<file path="config.mk">
export PLATFORM = sky130hd
export DESIGN_NAME = piso_serializer
export DESIGN_NICKNAME = d
export VERILOG_FILES = /design/src/rtl/piso_pkg.sv /design/src/rtl/piso_bit_counter.sv /design/src/rtl/piso_serializer.sv
export SDC_FILE = /design/constraint.sdc
export NUM_CORES = 1
export LEC_CHECK = 0
export ABC_AREA = 0
export ABC_CLOCK_PERIOD_IN_PS = 2400
export CELL_PAD_IN_SITES_DETAIL_PLACEMENT = 1
export CELL_PAD_IN_SITES_GLOBAL_PLACEMENT = 1
export CORE_AREA = 2 2 39 41
export CTS_CLUSTER_SIZE = 12
export DETAILED_ROUTE_END_ITERATION = 6
export DIE_AREA = 0 0 41 43
export PLACE_DENSITY_LB_ADDON = 0.1
export RECOVER_POWER = 25
export SYNTH_ARGS = -nofsm -noshare
export SYNTH_HDL_FRONTEND = slang
export SYNTH_SLANG_ARGS = --single-unit
</file>
<file path="constraint.sdc">
create_clock -name clk -period 2.4 [get_ports clk]
set_clock_uncertainty 0.2 [all_clocks]
set_input_delay 0.24 -clock clk [delete_from_list [all_inputs] [get_ports clk]]
set_output_delay 0.24 -clock clk [all_outputs]
set_load 0.01 [all_outputs]
</file>
<file path="src/rtl/piso_pkg.sv">
// Shared definitions for the parallel-in serial-out transmitter.
// Optional feature macro: PISO_PARITY_EN (adds a trailing even-parity bit).
package piso_pkg;

    // FSM states; PARITY is only reachable when PISO_PARITY_EN is defined.
    typedef enum logic [1:0] {
        IDLE   = 2'd0,
        SHIFT  = 2'd1,
        PARITY = 2'd2
    } piso_state_t;

    // Width of the payload bit counter for a given word width.
    function automatic int PISO_CNT_W(input int width);
        return $clog2(width);
    endfunction

endpackage

</file>
<file path="src/rtl/piso_bit_counter.sv">
// Modulo-WIDTH bit counter with synchronous clear, enable and a final-count flag.
module piso_bit_counter
    import piso_pkg::*;
#(
    parameter int WIDTH = 4
) (
    input  logic                        clk,
    input  logic                        rst,
    input  logic                        i_clear,
    input  logic                        i_en,
    output logic [PISO_CNT_W(WIDTH)-1:0] o_cnt,
    output logic                        o_last
);

    localparam int CNT_W = PISO_CNT_W(WIDTH);
    localparam logic [CNT_W-1:0] LAST_VAL = CNT_W'(WIDTH - 1);

    logic [CNT_W-1:0] r_cnt;
    logic             w_last;

    assign w_last = (r_cnt == LAST_VAL);

    // Count enabled cycles, wrapping to zero after the final payload bit.
    always_ff @(posedge clk) begin
        if (rst) begin
            r_cnt <= '0;
        end else if (i_clear) begin
            r_cnt <= '0;
        end else if (i_en) begin
            r_cnt <= w_last ? '0 : r_cnt + 1'b1;
        end
    end

    assign o_cnt  = r_cnt;
    assign o_last = w_last;

endmodule

</file>
<file path="src/rtl/piso_serializer.sv">
// Parallel-in serial-out transmitter, MSB first, valid/ready load port.
// Optional feature macro: PISO_PARITY_EN appends an even-parity bit per word.
module piso_serializer
    import piso_pkg::*;
#(
    parameter int WIDTH = 4
) (
    input  logic             clk,
    input  logic             rst,
    input  logic             load_valid,
    output logic             load_ready,
    input  logic [WIDTH-1:0] din,
    output logic             sout,
    output logic             sout_valid,
    output logic             busy,
    output logic             done
);

    localparam int CNT_W = PISO_CNT_W(WIDTH);

    piso_state_t      r_state;
    logic [WIDTH-1:0] r_shreg;
    logic [CNT_W-1:0] w_cnt;
    logic             w_last;
    logic             w_in_idle;
    logic             w_in_shift;
    logic             w_final_bit;
    logic             w_load;

    assign w_in_idle   = (r_state == IDLE);
    assign w_in_shift  = (r_state == SHIFT);
    assign w_final_bit = w_in_shift && w_last;
    assign w_load      = load_valid && load_ready;

    // The counter restarts on every accepted word and advances once per payload bit.
    piso_bit_counter #(
        .WIDTH (WIDTH)
    ) u_bit_counter (
        .clk     (clk),
        .rst     (rst),
        .i_clear (w_load),
        .i_en    (w_in_shift),
        .o_cnt   (w_cnt),
        .o_last  (w_last)
    );

`ifdef PISO_PARITY_EN
    logic r_parity;
    logic w_in_parity;

    assign w_in_parity = (r_state == PARITY);

    // Ready in IDLE and in the parity cycle, which is the true end of the frame.
    assign load_ready  = !rst && (w_in_idle || w_in_parity);
    assign sout        = w_in_shift ? r_shreg[WIDTH-1] : (w_in_parity & r_parity);
    assign sout_valid  = w_in_shift || w_in_parity;
    assign done        = w_in_parity;

    // Parity is latched with the word so the payload shift cannot disturb it.
    always_ff @(posedge clk) begin
        if (rst) begin
            r_parity <= 1'b0;
        end else if (w_load) begin
            r_parity <= ^din;
        end
    end
`else
    // Ready in IDLE and on the final payload bit, giving gap-free back-to-back words.
    assign load_ready  = !rst && (w_in_idle || w_final_bit);
    assign sout        = w_in_shift & r_shreg[WIDTH-1];
    assign sout_valid  = w_in_shift;
    assign done        = w_final_bit;
`endif

    assign busy = !w_in_idle;

    // FSM and shift register: load on handshake, shift MSB out each SHIFT cycle.
    always_ff @(posedge clk) begin
        if (rst) begin
            r_state <= IDLE;
            r_shreg <= '0;
        end else begin
            case (r_state)
                IDLE: begin
                    if (w_load) begin
                        r_shreg <= din;
                        r_state <= SHIFT;
                    end
                end
                SHIFT: begin
`ifdef PISO_PARITY_EN
                    r_shreg <= r_shreg << 1;
                    if (w_last) begin
                        r_state <= PARITY;
                    end
`else
                    if (w_last && w_load) begin
                        r_shreg <= din;
                    end else begin
                        r_shreg <= r_shreg << 1;
                        if (w_last) begin
                            r_state <= IDLE;
                        end
                    end
`endif
                end
`ifdef PISO_PARITY_EN
                PARITY: begin
                    if (w_load) begin
                        r_shreg <= din;
                        r_state <= SHIFT;
                    end else begin
                        r_state <= IDLE;
                    end
                end
`endif
                default: begin
                    r_state <= IDLE;
                    r_shreg <= '0;
                end
            endcase
        end
    end

    // The count value itself is only consumed through the last flag.
    logic w_cnt_unused;
    assign w_cnt_unused = ^w_cnt;

endmodule

</file>
### Word-level counts from Yosys, hierarchy flattened

Cells that the tools add are included.

* bits of input ports: 7
* register bits: 8
* output and inout port bits: 5

* reduce and logical (&&, ||, !) cells: 10
* $add $sub $neg: 1
* equal/unequal tests: 5
* bitwise gates (word level): 1
* muxes and demuxes: 8

Operators by type and width (count)
* 2-bit 2-to-1 mux: 4
* 4-bit 2-to-1 mux: 2
* 4-bit one-hot mux with 2 select lines: 1
* 1-bit logical AND: 4
* 2-bit by 1-bit != test with 1-bit output, second input constant: 2
* 2-bit one-hot mux with 2 select lines: 1
* 3-bit AND reduction: 1
* 2-bit by 1-bit adder with 2-bit output, second input constant: 1
* 2-bit by 1-bit == test with 1-bit output, second input constant: 1
* 2-bit == test, second input constant: 1
* 1-bit logical NOT: 2
* 2-bit logical NOT: 1
* 2-bit != test, second input constant: 1
* 2-bit OR reduction: 1
* 1-bit bitwise AND: 1
* 1-bit logical OR: 1

### Longest topological paths before layout

* depth in word-level cells: 8
* mapped depth: 4
* gate-level depth less buffers: 4

### Cells and area by module

A second synthesis with hierarchy kept.

* cell total of the unflattened synthesis: 37
* area, all modules: 374.1 sq um

By module, submodules not included
* piso_serializer: instances 1, area each 279.0 sq um, seq. area each 100.1 sq um, cells an instance 29
* piso_bit_counter: instances 1, area each 95.1 sq um, seq. area each 40.0 sq um, cells an instance 8

### Worst setup path after synthesis

OpenSTA, ideal clock, no wires.

* path kind: register to output
* from: register u_bit_counter.r_cnt[0] (netlist: u_bit_counter.o_cnt[0])
* to: output load_ready
* required time: 1960 ps
* cell stages (with the launch flop): 4
* path slack: 1094 ps
* data arrival time: 866 ps
* cell sequence: dfxtp_1 -> ha_1 -> and2b_1 -> nor2_1

* word-level cells in the longest chain between the ends: 4

RTL lines
* from (decl): RTL line piso_bit_counter.sv:18 `logic [CNT_W-1:0] r_cnt;`
* from (signal assigned): RTL line piso_bit_counter.sv:30 `r_cnt <= w_last ? '0 : r_cnt + 1'b1;`
* 2-bit == test: RTL line piso_bit_counter.sv:21 `assign w_last = (r_cnt == LAST_VAL);`
* 1-bit logical AND: RTL line piso_serializer.sv:32 `assign w_final_bit = w_in_shift && w_last;`
* 1-bit logical OR: RTL line piso_serializer.sv:69 `assign load_ready = !rst && (w_in_idle || w_final_bit);`
* 1-bit logical AND: RTL line piso_serializer.sv:69
* to (decl): RTL line piso_serializer.sv:11 `output logic load_ready,`

Every way passes these cells.

### Worst setup path in the final report

Ends and elaborated chain as after synthesis.

==> report_table.html <==
<table>
<tr><th>Metric</th><th>Value</th></tr>
<tr><th colspan="2">Timing</th></tr>
<tr><td>Final Cycle Share</td><td>87.68%</td></tr>
<tr><td>RSZ-0062 raised after global routing</td><td>no</td></tr>
<tr><td>Final-report hold violation count</td><td>0</td></tr>
<tr><td>Min Clock Period, post-route</td><td>2.104 ns</td></tr>
<tr><td>Relative slew slack</td><td>about 67%</td></tr>
<tr><td>Fmax</td><td>475.2 MHz</td></tr>
<tr><td>Post-Route Setup TNS</td><td>0 ns</td></tr>
<tr><td>Fin. max-slew vios</td><td>0</td></tr>
<tr><td>Number of endpoints failing setup at the final stage</td><td>0</td></tr>
<tr><td>Final worst slack</td><td>0.2957 ns</td></tr>
<tr><td>Worst-margin pin slew</td><td>roughly 0.50 ns</td></tr>
<tr><th colspan="2">Min path</th></tr>
<tr><td>WHS Path Cells</td><td>2</td></tr>
<tr><td>Critical hold path startpoint</td><td>u_bit_counter.o_cnt[1]</td></tr>
<tr><td>Endpoint of the worst hold path</td><td>u_bit_counter.o_cnt[1]</td></tr>
<tr><td>Worst min-delay path category</td><td>reg2reg</td></tr>
<tr><th colspan="2">Layout</th></tr>
<tr><td>Register cell area after layout</td><td>140.1 sq um</td></tr>
<tr><td>Share of cells above drive strength 1</td><td>10.20%</td></tr>
<tr><td>Filler instances</td><td>about 170</td></tr>
<tr><td>Net count, final</td><td>58</td></tr>
<tr><td>Synth-to-layout area growth</td><td>34.59%</td></tr>
<tr><td>Ant. Diodes</td><td>0</td></tr>
<tr><td>Footprint of the multi-input gates</td><td>between 150 and 200 sq um</td></tr>
<tr><th colspan="2">Power</th></tr>
<tr><td>Total power</td><td>around 290 uW</td></tr>
<tr><td>Internal power</td><td>about 220 uW</td></tr>
<tr><td>Register share of total power</td><td>46.3%</td></tr>
<tr><td>Peak supply drop</td><td>around 0.27 mV</td></tr>
<tr><td>Relative contribution of combinational cells to total power</td><td>between 10% and 20%</td></tr>
<tr><td>Leak pwr</td><td>around 0.00019 uW</td></tr>
<tr><td>Proportion of power drawn by the clock network</td><td>a little under two fifths</td></tr>
<tr><td>Switching fraction of total power</td><td>24.57%</td></tr>
<tr><td>Pwr Density</td><td>585.1 nW/um^2</td></tr>
<tr><td>Reported net switching power</td><td>around 70 uW</td></tr>
<tr><th colspan="2">Floorplan</th></tr>
<tr><td>Area of the die</td><td>~1800 sq um</td></tr>
<tr><td>Starting Density</td><td>around a quarter</td></tr>
<tr><td>Die boundary height</td><td>around 43 microns</td></tr>
<tr><td>Horizontal die dimension</td><td>41 microns</td></tr>
<tr><td>Count of boundary I/O pins</td><td>12</td></tr>
<tr><td>Core ar.</td><td>~1400 sq um</td></tr>
<tr><td>Total number of placement rows</td><td>14</td></tr>
<tr><th colspan="2">Critical path</th></tr>
<tr><td>FF-to-FF End</td><td>r_shreg[1]</td></tr>
<tr><td>Max incr delay on CP</td><td>between 0.5 and 0.6 ns</td></tr>
<tr><td>Setup crit end kind</td><td>output pin</td></tr>
<tr><td>Critical path startpoint category</td><td>register</td></tr>
<tr><td>Maximum fanout along the worst path</td><td>4</td></tr>
<tr><td>Data arrival time of the worst path</td><td>between 1.5 and 2 ns</td></tr>
<tr><td>Required time at the worst-slack endpoint</td><td>1.96 ns</td></tr>
<tr><td>FF-to-FF Start</td><td>u_bit_counter.o_cnt[0]</td></tr>
<tr><td>Worst reg-to-reg path cell count</td><td>4</td></tr>
<tr><td>Crit Path Class</td><td>reg2out</td></tr>
<tr><td>Category of cells accounting for the largest share of critical-path delay</td><td>buffers and inverters</td></tr>
<tr><td>Number of buffer and inverter stages on the critical path</td><td>1</td></tr>
<tr><td>CP max stage cell</td><td>clkdlybuf4s50_1</td></tr>
<tr><td>Register-to-register setup slack</td><td>just under 1 ns</td></tr>
<tr><td>Cells along the critical path</td><td>ha_1, and2b_1, nor2_1, clkdlybuf4s50_1</td></tr>
<tr><th colspan="2">Clock network</th></tr>
<tr><td>Clk buf depth</td><td>2</td></tr>
<tr><td>Clock transition time at the flip-flop clock pins of the worst setup and hold paths</td><td>approximately 0.050 ns</td></tr>
<tr><td>Sinks on Clock Net</td><td>7</td></tr>
<tr><td>Clock tree from TritonCTS</td><td>done</td></tr>
<tr><td>Hold-fix buffer count after cts</td><td>0</td></tr>
<tr><td>Post CTS Setup Buffer Count</td><td>0</td></tr>
<tr><td>CTS Root Cell</td><td>clkbuf_4</td></tr>
<tr><td>CTS resizes</td><td>0</td></tr>
<tr><td>Clock latency of the later-clocked register in the worst-skew pair</td><td>roughly 0.25 ns</td></tr>
<tr><td>CTS Buf Count</td><td>3</td></tr>
<tr><td>Number of H-tree branching levels</td><td>1</td></tr>
<tr><th colspan="2">Place</th></tr>
<tr><td>Setup Slack @ Placement</td><td>about 0.47 ns</td></tr>
<tr><td>Routability-driven placement congestion ratio</td><td>around 0.65</td></tr>
<tr><td>Half-perimeter wire length after placement</td><td>576.1 microns</td></tr>
<tr><td>Port bufs</td><td>11</td></tr>
<tr><th colspan="2">Detailed routing</th></tr>
<tr><td>Total length of routed met2 wires</td><td>slightly below 400 microns</td></tr>
<tr><td>DRC violation total after the first TritonRoute iteration</td><td>1</td></tr>
<tr><td>Detailed-route wire length</td><td>764 microns</td></tr>
<tr><td>DR WL/cell</td><td>between 10 and 15 microns</td></tr>
<tr><td>Detail Route Antenna Nets</td><td>0</td></tr>
<tr><td>Uppermost layer routed</td><td>met3</td></tr>
<tr><td>Length of the first detailed-routing pass in iterations</td><td>2</td></tr>
<tr><td>Count of vias placed by the detailed router</td><td>between 300 and 400</td></tr>
<tr><td>Detailed-route vias per instance</td><td>approximately 4.6</td></tr>
<tr><td>DRC violations left</td><td>0</td></tr>
<tr><td>Routed metal-1 wire length</td><td>332 microns</td></tr>
<tr><td>Met3 Wirelength</td><td>roughly 44 microns</td></tr>
<tr><th colspan="2">Global route</th></tr>
<tr><td>Vias in the first global route</td><td>300</td></tr>
<tr><td>Maximum number of pins on one net before global-route repair</td><td>13</td></tr>
<tr><td>Wire length of the first global-routing pass</td><td>roughly 1.2 mm</td></tr>
<tr><td>Antenna violations before repair</td><td>0</td></tr>
<tr><td>Gr usage total</td><td>11.06%</td></tr>
<tr><td>Total gr overflow</td><td>0</td></tr>
<tr><th colspan="2">Synthesis</th></tr>
<tr><td>Sequential fraction of the synthesis area</td><td>between 30% and 40%</td></tr>
<tr><td>Dominant cell type by area after synthesis</td><td>dfxtp_1</td></tr>
<tr><td>Synth top area share</td><td>between 30% and 40%</td></tr>
<tr><td>Async set-reset flop share out of synthesis</td><td>0%</td></tr>
<tr><td>Number of enable-type register cells in the synthesized netlist</td><td>0</td></tr>
<tr><td>Synth Register Bits</td><td>7</td></tr>
<tr><td>Most frequent cells after synthesis</td><td>dfxtp_1 (7), mux2i_1 (6), nor2_1 (6), a221oi_1 (3), nor2b_1 (3)</td></tr>
<tr><td>Count of distinct cell types in the synthesized netlist</td><td>16</td></tr>
<tr><td>Post-Synthesis Net Count</td><td>46</td></tr>
<tr><td>Post-synthesis area per instance</td><td>about 9.6 sq um</td></tr>
<tr><td>Top_reg_cell synth</td><td>dfxtp_1</td></tr>
<tr><td>Number of cells produced by synthesis</td><td>38</td></tr>
<tr><td>Mapped Area</td><td>between 300 and 400 sq um</td></tr>
<tr><td>Most area-consuming cells after synthesis</td><td>dfxtp_1 (38%), mux2i_1 (16%), a221oi_1 (7.2%)</td></tr>
<tr><td>Count of warnings emitted by yosys</td><td>0</td></tr>
<tr><td>Most frequently used cell type in the post-synthesis netlist</td><td>dfxtp_1</td></tr>
<tr><th colspan="2">Outcome</th></tr>
<tr><td>Status</td><td>complete, no violations</td></tr>
<tr><th colspan="2">Flow run</th></tr>
<tr><td>Count of max-cap constraint violations</td><td>0</td></tr>
</table>
[power by group through the flow]
stage	combinational, uW	clock [uW]	sequential, uW
floorplan	34.3	0	131
global placement	48.0	0	135
detailed placement	48.9	0	136
CTS	49.1	114	133
global route	53.2	124	134
finish	47.9	107	133
[worst max path at each step]
| stage | startpoint | depth (start not counted) | endpoint |
|---|---|---|---|
| after floorplan | u_bit_counter.o_cnt[0] | 3 | load_ready |
| after global placement | rst | 3 | load_ready |
| after detailed placement | rst | 3 | load_ready |
| after CTS | u_bit_counter.o_cnt[0] | 4 | load_ready |
| after global routing | u_bit_counter.o_cnt[0] | 4 | load_ready |
| final | u_bit_counter.o_cnt[0] | 4 | load_ready |
[layout by cell type (no fill, tap or decap)]
master           instances
dfxtp_1                  7
nand2b_2                 1
ha_1                     1
clkbuf_4                 3
nand2_2                  1
a211oi_1                 1
clkbuf_1                 1
and2b_1                  1
clkdlybuf4s50_1         10
mux2i_1                  6
nor2b_1                  3
dlygate4sd3_1            1
and2_1                   2
a221oi_1                 3
nand3_1                  1
o21a_1                   1
nor2_1                   6
[stage by stage]
step	util, %	instance area, sq um	hold slack, ns	std cells
6_report	35.53	491.7	0.3555	65
3_3_place_gp	33.63	465.4	0.3186	61
4_1_cts	35.53	491.7	0.3617	65
5_1_grt	35.53	491.7	0.3908	65
2_1_floorplan	-	365.4	0.2565	38
3_5_place_dp	33.63	465.4	0.3497	61
[area by class of cell]
cell class                 count  share of cell area (%)
clock buffer                   4                   5.344
multi-input combinational     27                   39.69
sequential                     7                   28.50
tap                           16                   4.071
timing repair buffer          11                   22.39
[sequential cells by signal, summed over array words and instances, names as in the netlist]
signal,cells
r_shreg,4
u_bit_counter.o_cnt,2
r_state,1
[metal layers]
metal	GRT usage, %	vias up
li1	-	155
met1	13.23	140
met2	15.00	6
met3	4.712	0
met4	8.000	0
met5	0	-
[worst register-to-register path: stages (launching register included)]
cell and delay (ns):
dfxtp_1 0.36, ha_1 0.21, nand2b_2 0.19, nand2_2 0.08, a221oi_1 0.27
[cells by family (layout without fill, tap and decap cells)]
family	count (synthesis)	in the layout	synth area share [%]
mux	6	6	16.44
fa+ha+maj	1	1	3.424
flops	7	7	38.35
buf+inv	4	15	8.217
simple gates	15	15	22.26
compound gates	5	5	11.30
(Power assumes the default switching activity.)
